### src/rtl/stream_arbiter_pkg.sv
// Shared types and constants for the stream arbiter slice.
package ethhelper_stream_pkg;

  typedef enum logic {
    IDLE   = 1'b0,
    LOCKED = 1'b1
  } arb_state_t;

  // Source codes for the snoop submodules sharing the stream.
  typedef enum logic [2:0] {
    STREAM_AR = 3'd0,
    STREAM_AW = 3'd1,
    STREAM_R  = 3'd2,
    STREAM_W  = 3'd3,
    STREAM_B  = 3'd4
  } stream_type_t;

  localparam int unsigned N_SRC_DEFAULT = 5;
  localparam int unsigned SRC_IDX_W     = $clog2(N_SRC_DEFAULT);

endpackage

### src/rtl/stream_arbiter_if.sv
// Source-side and stream-side handshake bundle for stream_arbiter.
// master: arbiter view; slave: source/sink environment view.
interface stream_arbiter_if #(
  parameter int unsigned N_SRC      = 5,
  parameter int unsigned DATA_WIDTH = 128
);

  logic [N_SRC-1:0]            src_valid;
  logic [N_SRC-1:0]            src_last;
  logic [N_SRC*DATA_WIDTH-1:0] src_data;
  logic [N_SRC-1:0]            src_ready;
  logic [DATA_WIDTH-1:0]       m_axis_tdata;
  logic                        m_axis_tvalid;
  logic                        m_axis_tlast;
  logic                        m_axis_tready;

  modport master (
    input  src_valid, src_last, src_data, m_axis_tready,
    output src_ready, m_axis_tdata, m_axis_tvalid, m_axis_tlast
  );

  modport slave (
    output src_valid, src_last, src_data, m_axis_tready,
    input  src_ready, m_axis_tdata, m_axis_tvalid, m_axis_tlast
  );

endinterface

### src/rtl/stream_arbiter_rr_picker.sv
// Wrap-around priority search: first asserted request at or above rr_ptr,
// then wrapping to the lowest index below rr_ptr.
module rr_picker
  import ethhelper_stream_pkg::*;
#(
  parameter int unsigned N     = 5,
  parameter int unsigned IDX_W = 3
) (
  input  logic [N-1:0]     req,
  input  logic [IDX_W-1:0] rr_ptr,
  output logic [N-1:0]     grant,
  output logic [IDX_W-1:0] idx,
  output logic             found
);

  // Two ordered passes implement the rotation without a modulo index.
  always_comb begin
    grant = '0;
    idx   = '0;
    found = 1'b0;
    for (int unsigned i = 0; i < N; i++) begin
      if (!found && req[i] && (IDX_W'(i) >= rr_ptr)) begin
        found    = 1'b1;
        grant[i] = 1'b1;
        idx      = IDX_W'(i);
      end
    end
    for (int unsigned i = 0; i < N; i++) begin
      if (!found && req[i] && (IDX_W'(i) < rr_ptr)) begin
        found    = 1'b1;
        grant[i] = 1'b1;
        idx      = IDX_W'(i);
      end
    end
  end

endmodule

### src/rtl/stream_arbiter.sv
// Burst-locking round-robin arbiter merging N_SRC beat sources into one
// stream with zero-latency forwarding.
// Optional macro STREAM_ARB_TIMEOUT_EN: force-release a locked burst after
// TIMEOUT_CYCLES consecutive cycles without an accepted beat.
module stream_arbiter
  import ethhelper_stream_pkg::*;
#(
  parameter int unsigned N_SRC          = 5,
  parameter int unsigned DATA_WIDTH     = 128,
  parameter int unsigned TIMEOUT_CYCLES = 1024
) (
  input  logic             clk,
  input  logic             reset,
  stream_arbiter_if.master bus,
  output logic             timeout_err
);

  localparam int unsigned IDX_W = (N_SRC > 1) ? $clog2(N_SRC) : 1;

  arb_state_t             state;
  logic [IDX_W-1:0]       rr_ptr;
  logic [IDX_W-1:0]       owner;
  logic [N_SRC-1:0]       pick_grant;
  logic [IDX_W-1:0]       pick_idx;
  logic                   pick_found;
  logic [N_SRC-1:0]       grant;
  logic [IDX_W-1:0]       g_idx;
  logic [DATA_WIDTH-1:0]  tdata_int;
  logic                   tvalid_int;
  logic                   tlast_int;
  logic                   accept;
  logic                   timeout_hit;

  function automatic logic [IDX_W-1:0] next_idx(input logic [IDX_W-1:0] i);
    return (i == IDX_W'(N_SRC - 1)) ? '0 : i + 1'b1;
  endfunction

  rr_picker #(
    .N     (N_SRC),
    .IDX_W (IDX_W)
  ) u_picker (
    .req    (bus.src_valid),
    .rr_ptr (rr_ptr),
    .grant  (pick_grant),
    .idx    (pick_idx),
    .found  (pick_found)
  );

  // Grant selection: owner while locked, round-robin pick while idle, none in reset.
  always_comb begin
    grant = '0;
    g_idx = '0;
    if (!reset) begin
      if (state == LOCKED) begin
        grant = N_SRC'(1) << owner;
        g_idx = owner;
      end else if (pick_found) begin
        grant = pick_grant;
        g_idx = pick_idx;
      end
    end
  end

  // One-hot mux of the granted source onto the stream; all zero with no grant.
  always_comb begin
    tdata_int = '0;
    for (int unsigned i = 0; i < N_SRC; i++) begin
      if (grant[i]) tdata_int = bus.src_data[i*DATA_WIDTH +: DATA_WIDTH];
    end
    tvalid_int = |(grant & bus.src_valid);
    tlast_int  = |(grant & bus.src_last);
  end

  assign accept            = tvalid_int && bus.m_axis_tready;
  assign bus.m_axis_tdata  = tdata_int;
  assign bus.m_axis_tvalid = tvalid_int;
  assign bus.m_axis_tlast  = tlast_int;
  assign bus.src_ready     = grant & {N_SRC{bus.m_axis_tready}};

`ifdef STREAM_ARB_TIMEOUT_EN
  localparam int unsigned TO_W = $clog2(TIMEOUT_CYCLES + 1);
  logic [TO_W-1:0] stall_cnt;

  assign timeout_hit = !reset && (state == LOCKED) && !accept &&
                       (stall_cnt == TO_W'(TIMEOUT_CYCLES - 1));

  // Consecutive locked cycles without an accepted beat.
  always_ff @(posedge clk) begin
    if (reset) begin
      stall_cnt <= '0;
    end else if ((state == LOCKED) && !accept && !timeout_hit) begin
      stall_cnt <= stall_cnt + 1'b1;
    end else begin
      stall_cnt <= '0;
    end
  end
`else
  assign timeout_hit = 1'b0;
`endif

  assign timeout_err = timeout_hit;

  // Arbitration FSM: lock on a non-last accepted beat, release on last (or timeout).
  always_ff @(posedge clk) begin
    if (reset) begin
      state  <= IDLE;
      rr_ptr <= '0;
      owner  <= '0;
    end else begin
      case (state)
        IDLE: begin
          if (accept) begin
            if (tlast_int) begin
              rr_ptr <= next_idx(g_idx);
            end else begin
              state <= LOCKED;
              owner <= g_idx;
            end
          end
        end
        LOCKED: begin
          if ((accept && tlast_int) || timeout_hit) begin
            state  <= IDLE;
            rr_ptr <= next_idx(owner);
          end
        end
        default: state <= IDLE;
      endcase
    end
  end

endmodule

### src/flat_wrapper.sv
// flat-port wrapper written by rule: the top's interface ports become plain ports
module stream_arbiter_flat import ethhelper_stream_pkg::*;
#(
  parameter int unsigned N_SRC          = 5,
  parameter int unsigned DATA_WIDTH     = 128,
  parameter int unsigned TIMEOUT_CYCLES = 1024
)
  (clk, reset, timeout_err, bus_src_valid, bus_src_last, bus_src_data, bus_m_axis_tready, bus_src_ready, bus_m_axis_tdata, bus_m_axis_tvalid, bus_m_axis_tlast);
  stream_arbiter_if #(.N_SRC(N_SRC), .DATA_WIDTH(DATA_WIDTH)) bus_i ();
  input  logic clk;
  input  logic reset;
  output logic timeout_err;
  input wire logic [$bits(bus_i.src_valid)-1:0] bus_src_valid;
  input wire logic [$bits(bus_i.src_last)-1:0] bus_src_last;
  input wire logic [$bits(bus_i.src_data)-1:0] bus_src_data;
  input wire logic [$bits(bus_i.m_axis_tready)-1:0] bus_m_axis_tready;
  output wire logic [$bits(bus_i.src_ready)-1:0] bus_src_ready;
  output wire logic [$bits(bus_i.m_axis_tdata)-1:0] bus_m_axis_tdata;
  output wire logic [$bits(bus_i.m_axis_tvalid)-1:0] bus_m_axis_tvalid;
  output wire logic [$bits(bus_i.m_axis_tlast)-1:0] bus_m_axis_tlast;
  assign bus_i.src_valid = bus_src_valid;
  assign bus_i.src_last = bus_src_last;
  assign bus_i.src_data = bus_src_data;
  assign bus_i.m_axis_tready = bus_m_axis_tready;
  assign bus_src_ready = bus_i.src_ready;
  assign bus_m_axis_tdata = bus_i.m_axis_tdata;
  assign bus_m_axis_tvalid = bus_i.m_axis_tvalid;
  assign bus_m_axis_tlast = bus_i.m_axis_tlast;
  stream_arbiter #(.N_SRC(N_SRC), .DATA_WIDTH(DATA_WIDTH), .TIMEOUT_CYCLES(TIMEOUT_CYCLES)) u_core (.clk(clk), .reset(reset), .bus(bus_i), .timeout_err(timeout_err));
endmodule
### config.mk
export PLATFORM = sky130hd
export DESIGN_NAME = stream_arbiter_flat
export DESIGN_NICKNAME = d
export VERILOG_FILES = /design/src/rtl/stream_arbiter_pkg.sv /design/src/rtl/stream_arbiter_if.sv /design/src/rtl/stream_arbiter_rr_picker.sv /design/src/rtl/stream_arbiter.sv /design/src/flat_wrapper.sv
export SDC_FILE = /design/constraint.sdc
export NUM_CORES = 1
export LEC_CHECK = 0
export BUFFER_PORTS_ARGS = -buffer_cell sky130_fd_sc_hd__clkbuf_2
export CORE_AREA = 2 2 305 307
export CTS_BUF_LIST = sky130_fd_sc_hd__clkbuf_4 sky130_fd_sc_hd__clkbuf_8
export DETAILED_ROUTE_END_ITERATION = 12
export DIE_AREA = 0 0 307 309
export SYNTH_ARGS = -nofsm -noshare
export SYNTH_HDL_FRONTEND = slang
export SYNTH_HIERARCHICAL = 1
export SYNTH_SLANG_ARGS = --single-unit
### constraint.sdc
create_clock -name clk -period 6 [get_ports clk]
set_input_delay 0.6 -clock clk [delete_from_list [all_inputs] [get_ports clk]]
set_output_delay 0.6 -clock clk [all_outputs]
set_load 0.05 [all_outputs]
* Yosys cells after proc, flatten, opt, wreduce, memory -nomap -nowiden
Index checks and enable logic that the tools add are counted.
Storage, ports and cells: bits in registers 7, input bits 653, output and inout bits 136
Operators by class: add/sub/neg operators 2, $lt $le $gt $ge 10, equality and inequality tests 5, shift operators 1, multiplexer cells 49, bitwise operators 5, reductions and logical operators 34
Operator list (count):
- 128-bit 2-to-1 mux | 5
- 3-bit 2-to-1 mux | 16
- 1-bit 2-to-1 mux | 23
- 1-bit logical AND | 21
- 5-bit AND | 3
- 5-bit 2-to-1 mux | 3
- 5-bit OR reduction | 2
- 1-bit logical NOT | 9
- 3-bit by 1-bit adder with 3-bit output (second input constant) | 2
- 3-bit == test (second input constant) | 2
- 1-bit by 3-bit greater-or-equal comparator with 1-bit output (first input constant) | 2
- 2-bit by 3-bit greater-or-equal comparator with 1-bit output (first input constant) | 2
- 1-bit by 3-bit less-than comparator with 1-bit output (first input constant) | 2
- 2-bit by 3-bit less-than comparator with 1-bit output (first input constant) | 2
- 3-bit one-hot mux with 2 select lines | 1
- 3-bit AND reduction | 2
- 1-bit by 3-bit left shift with 5-bit output (first input constant) | 1
- 2-bit by 1-bit != test with 1-bit output (second input constant) | 2
- 3-bit greater-or-equal comparator (first input constant) | 1
- 3-bit less-than comparator (first input constant) | 1
- 2-bit != test (second input constant) | 1
- 1-bit inverter | 2
- 1-bit one-hot mux with 2 select lines | 1

* Depth between registers and ports, before layout
word-level depth 48, depth in mapped cells 15

* Modules after synthesis
The synthesis kept the hierarchy.
Modules (own cells, without submodules):
- stream_arbiter | instances 1, cells an instance 980, area each 6288.5 um^2
- rr_picker | instances 1, cells an instance 50, area each 330.3 um^2

* Worst setup path after synthesis
Ideal clock, no wire load.
kind input to output, from input bus_src_valid[2], to output bus_m_axis_tdata[126], data arrival time 3.568 ns, data required time 5.400 ns, slack 1.832 ns, stages 11, path buffers 4, path through buf_2 > o21bai_1 > a21oi_2 > or4_1 > buf_2 > a31oi_2 > buf_2 > clkbuf_1 > nor2_1 > a211o_1 > a21oi_1
Between the ends: cells in the longest elaborated chain, start to end 39
Ends and longest elaborated chain:
- start, declared | line flat_wrapper.sv:13 | input wire logic [$bits(bus_i.src_valid)-1:0] bus_src_valid;
- 1-bit logical AND (2 in series) | line stream_arbiter_rr_picker.sv:22 | if (!found && req[i] && (IDX_W'(i) >= rr_ptr)) begin
- 1-bit 2-to-1 mux | line stream_arbiter_rr_picker.sv:22
- 1-bit logical NOT | line stream_arbiter_rr_picker.sv:22
- 1-bit logical AND (2 in series) | line stream_arbiter_rr_picker.sv:22
- 1-bit 2-to-1 mux | line stream_arbiter_rr_picker.sv:22
- 1-bit logical NOT | line stream_arbiter_rr_picker.sv:22
- 1-bit logical AND (2 in series) | line stream_arbiter_rr_picker.sv:22
- 1-bit 2-to-1 mux | line stream_arbiter_rr_picker.sv:22
- (+17 left out)
- 1-bit logical AND (2 in series) | line stream_arbiter_rr_picker.sv:29 | if (!found && req[i] && (IDX_W'(i) < rr_ptr)) begin
- 1-bit 2-to-1 mux * | line stream_arbiter_rr_picker.sv:29
- named net u_core.pick_found | line stream_arbiter.sv:25 | logic pick_found;
- 5-bit 2-to-1 mux * | line stream_arbiter.sv:57 | end else if (pick_found) begin
- 5-bit 2-to-1 mux * | line stream_arbiter.sv:54 | if (state == LOCKED) begin
- 5-bit 2-to-1 mux * | line stream_arbiter.sv:53 | if (!reset) begin
- 128-bit 2-to-1 mux (4 in series) | line stream_arbiter.sv:68 | if (grant[i]) tdata_int = bus.src_data[i*DATA_WIDTH +: DATA_WIDTH];
- 128-bit 2-to-1 mux * | line stream_arbiter.sv:68
- end, declared | line flat_wrapper.sv:18 | output wire logic [$bits(bus_i.m_axis_tdata)-1:0] bus_m_axis_tdata;
The timed path passes the listed nets; every way through them passes the cells marked *.

* Worst setup path in the final report
from input bus_src_valid[4], to output bus_m_axis_tdata[63]
Between the ends: cells in the longest elaborated chain, start to end 31
Ends and longest elaborated chain (line):
- 1-bit logical AND (2 in series) | stream_arbiter_rr_picker.sv:22
- 1-bit 2-to-1 mux | stream_arbiter_rr_picker.sv:22
- 1-bit logical NOT | stream_arbiter_rr_picker.sv:29
- 1-bit logical AND (2 in series) | stream_arbiter_rr_picker.sv:29
- 1-bit 2-to-1 mux | stream_arbiter_rr_picker.sv:29
- 1-bit logical NOT | stream_arbiter_rr_picker.sv:29
- 1-bit logical AND (2 in series) | stream_arbiter_rr_picker.sv:29
- 1-bit 2-to-1 mux | stream_arbiter_rr_picker.sv:29
- (+9 left out)
- 1-bit logical AND (2 in series) | stream_arbiter_rr_picker.sv:29
- 1-bit 2-to-1 mux * | stream_arbiter_rr_picker.sv:29
- named net u_core.pick_found | stream_arbiter.sv:25
- 5-bit 2-to-1 mux * | stream_arbiter.sv:57
- 5-bit 2-to-1 mux * | stream_arbiter.sv:54
- 5-bit 2-to-1 mux * | stream_arbiter.sv:53
- 128-bit 2-to-1 mux (4 in series) | stream_arbiter.sv:68
- 128-bit 2-to-1 mux * | stream_arbiter.sv:68
Marked as above.

==> impl_metrics.toml <==
[outcome]
status = "finished, final reports clean"

[placement]
hpwl_um = 54100
dpl_cell_area_um2 = 11700
placed_cells_incl_taps = 2909
place_ws_ns = 1.07
port_buffers = 787
gp_congestion = 0.891

[cts]
post_cts_buffers = 0
cts_hold_buf = 0
cts_root_buf = "clkbuf_8"
cts_resized = 0
cts_tree = "done"
worstSkewPairLatency_ns = 0.22
htreeDepth = 1
cts_made_buffers = 3
clockBufferDepth = 2
clkSinkCount = 7
path_clk_slew_ns = 0.04

[drt]
wl_per_cell_um = 21.3
dr.pass1.iters = 6
drt_iter0_markers = 1156
vias = 11501
wirelength_um = 62400
via_per_inst = 3.93
ant_nets = 0
drc = 0

[die]
rows = 111
ios = 789
die_height_um = 309
coreArea_um2 = 91400
die-area_um2 = 94900
fp.dieW_um = 307
start_util_pct = 7.24

[worst_setup_path]
worstSetupEndpointType = "output pin"
ff2ff_path_depth = 11
crit_arrival_ns = 4.58
crit_chain = "clkbuf_2 > or3b_4 > o211ai_2 > or4_1 > and3b_1 > o21a_4 > buf_12 > a22oi_2 > a211o_1 > a21oi_1 > clkbuf_2"
crit_path_max_incr_delay_ns = 0.70
crit_type = "in -> out"
cp.required_ns = 5.40
r2r_start = "u_core/rr_ptr[1]"
cp_common_cell = "clkbuf_2"
cp_slowest_cell = "o21a_4"
startpoint_type = "input pin"
cp_max_fo = 46
regToRegSetupSlack_ns = 2.09

[sta]
hold_violations = 0
finalSetupViolations = 0
skew_ns = 0.00145
fmax_mhz = 193
holdWs_ns = 0.520
fin_tns_setup_ns = 0
worstMarginPinSlew_ns = 0.960
min_period_ns = 5.18
final.period_utilization_pct = 86.3
slew_viol_final = 0
slew_headroom_pct = 36.0
layout_setup_ws_ns = 0.822
rsz0062_at_grt = "no"

[finish]
final_cells = 2924
final_common_cell = "clkbuf_2"
fin_util_pct = 12.9
final_area_um2 = 11800
area_delta_synth_final_pct = 78.1
fin_nets = 2388
drive_above_1_share_pct = 54.4
most-common-layout-cells = "787 x clkbuf_2, 269 x nor2_1, 261 x a21oi_1"

[hold_path]
min_from = "u_core/owner[1]"
holdPathEnd = "u_core/owner[1]"
hold_path.class = "reg -> reg"
whs_path_depth = 2

[global_route]
groute.usage.overall_pct = 12.1
grt_pass1_wl_um = 81100
grt-ovfl-total = 0
antenna_found_initial = 55
grt_pass1_vias = 10786
grt_max_degree = 126

[pwr]
pwr-share-clk_pct = 5.3
power_leakage_nw = 5.63
power.density_nw_per_um2 = 109
p_total_mw = 1.28
vdd_drop_max_mv = 0.0596
switchingPower_mw = 0.777
swShare_pct = 60.6
power.share.combinational_pct = 90.7
p_int_mw = 0.506
seq_power_share_pct = 4.0

[logic_synthesis]
yosysWarnings = 6
synth-edff-count = 0
avgSynthCellArea_um2 = 6.43
syn_inst = 1030
yosysSeqAreaShare_pct = 2.12
ys_ff_latch = 7
synthesis.area_um2 = 6620
async_flop_share_pct = 0
synthFlopType = "dfxtp_1"
syn_nets = 1690
synth_cell_type_count = 58

[job]
cap_violations = 0
power groups by stage:
| stage | Combinational [mW] | Clock [mW] | Sequential, mW |
|---|---|---|---|
| finish | 1.16 | 0.0680 | 0.0511 |
| global route | 1.23 | 0.0737 | 0.0513 |
| detailed placement | 1.16 | 0 | 0.0518 |
| CTS | 1.16 | 0.0700 | 0.0510 |
| global placement | 1.16 | 0 | 0.0518 |
| floorplan | 0.744 | 0 | 0.0498 |
layout make-up:
class	instances	area [um2]
Sequential cell	7	140
Inverter	21	78.8
Fill cell	10695	79600
Tap cell	1186	1480
Timing Repair Buffer	812	4260
Multi-Input combinational cell	883	5740
Antenna cell	11	27.5
Clock buffer	4	48.8
cell usage after synthesis, types with 3 or more instances:
library cell	n	share of area (%)
nor2_1	269	15
a21oi_1	262	20
a211o_1	129	17
a22oi_2	100	19
clkbuf_1	78	4.4
a22oi_1	29	3.3
inv_1	20	1.1
buf_2	15	1.1
nand2_1	15	0.85
buf_12	10	3.0
buf_4	10	1.1
dfxtp_1	7	2.1
ha_1	7	1.3
mux2i_1	6	0.91
nand3_1	6	0.45
and2_1	5	0.47
buf_6	3	0.51
o21bai_1	3	0.34
o31ai_1	3	0.34
cells by family (layout without fill, tap and decap cells):
family	count (synthesis)	in the layout	share of synthesized area, %
compound gates	554	554	63.8
simple gates	313	313	19.7
buf+inv	140	837	11.8
mux	8	8	1.25
fa+ha+maj	7	7	1.32
flops	7	7	2.12
other cells	1	12	0.0567
critical path, delay by kind of cell:
kind                   cells  cell delay (ns)
AND/OR/NAND/NOR            3             1.15
AO/OA/AOI/OAI              5             1.76
buffers and inverters      3             0.86
layer usage:
metal  wire length [um]  share of wire (%)  track usage (%)  vias to the layer above
met1              24800                 40             14.3                     5280
met5                183               0.29                0                        -
met4               2620                4.2             4.10                       30
met2              28600                 46             20.4                      797
met3               6230                 10             3.88                      155
li1                   -                  -                -                     5239
how the worst max path moves through the flow:
stage	slack (ns)	cells after the start	to	start
after floorplan	1.83	11	bus_m_axis_tdata[126]	bus_src_valid[2]
after global placement	1.10	11	bus_m_axis_tdata[53]	bus_src_valid[4]
after detailed placement	1.07	11	bus_m_axis_tdata[53]	bus_src_valid[4]
after CTS	1.06	11	bus_m_axis_tdata[53]	bus_src_valid[4]
after global routing	0.74	11	bus_m_axis_tdata[63]	bus_src_valid[4]
final	0.82	11	bus_m_axis_tdata[63]	bus_src_valid[4]
Note: power is estimated with default switching activity, not from simulation.
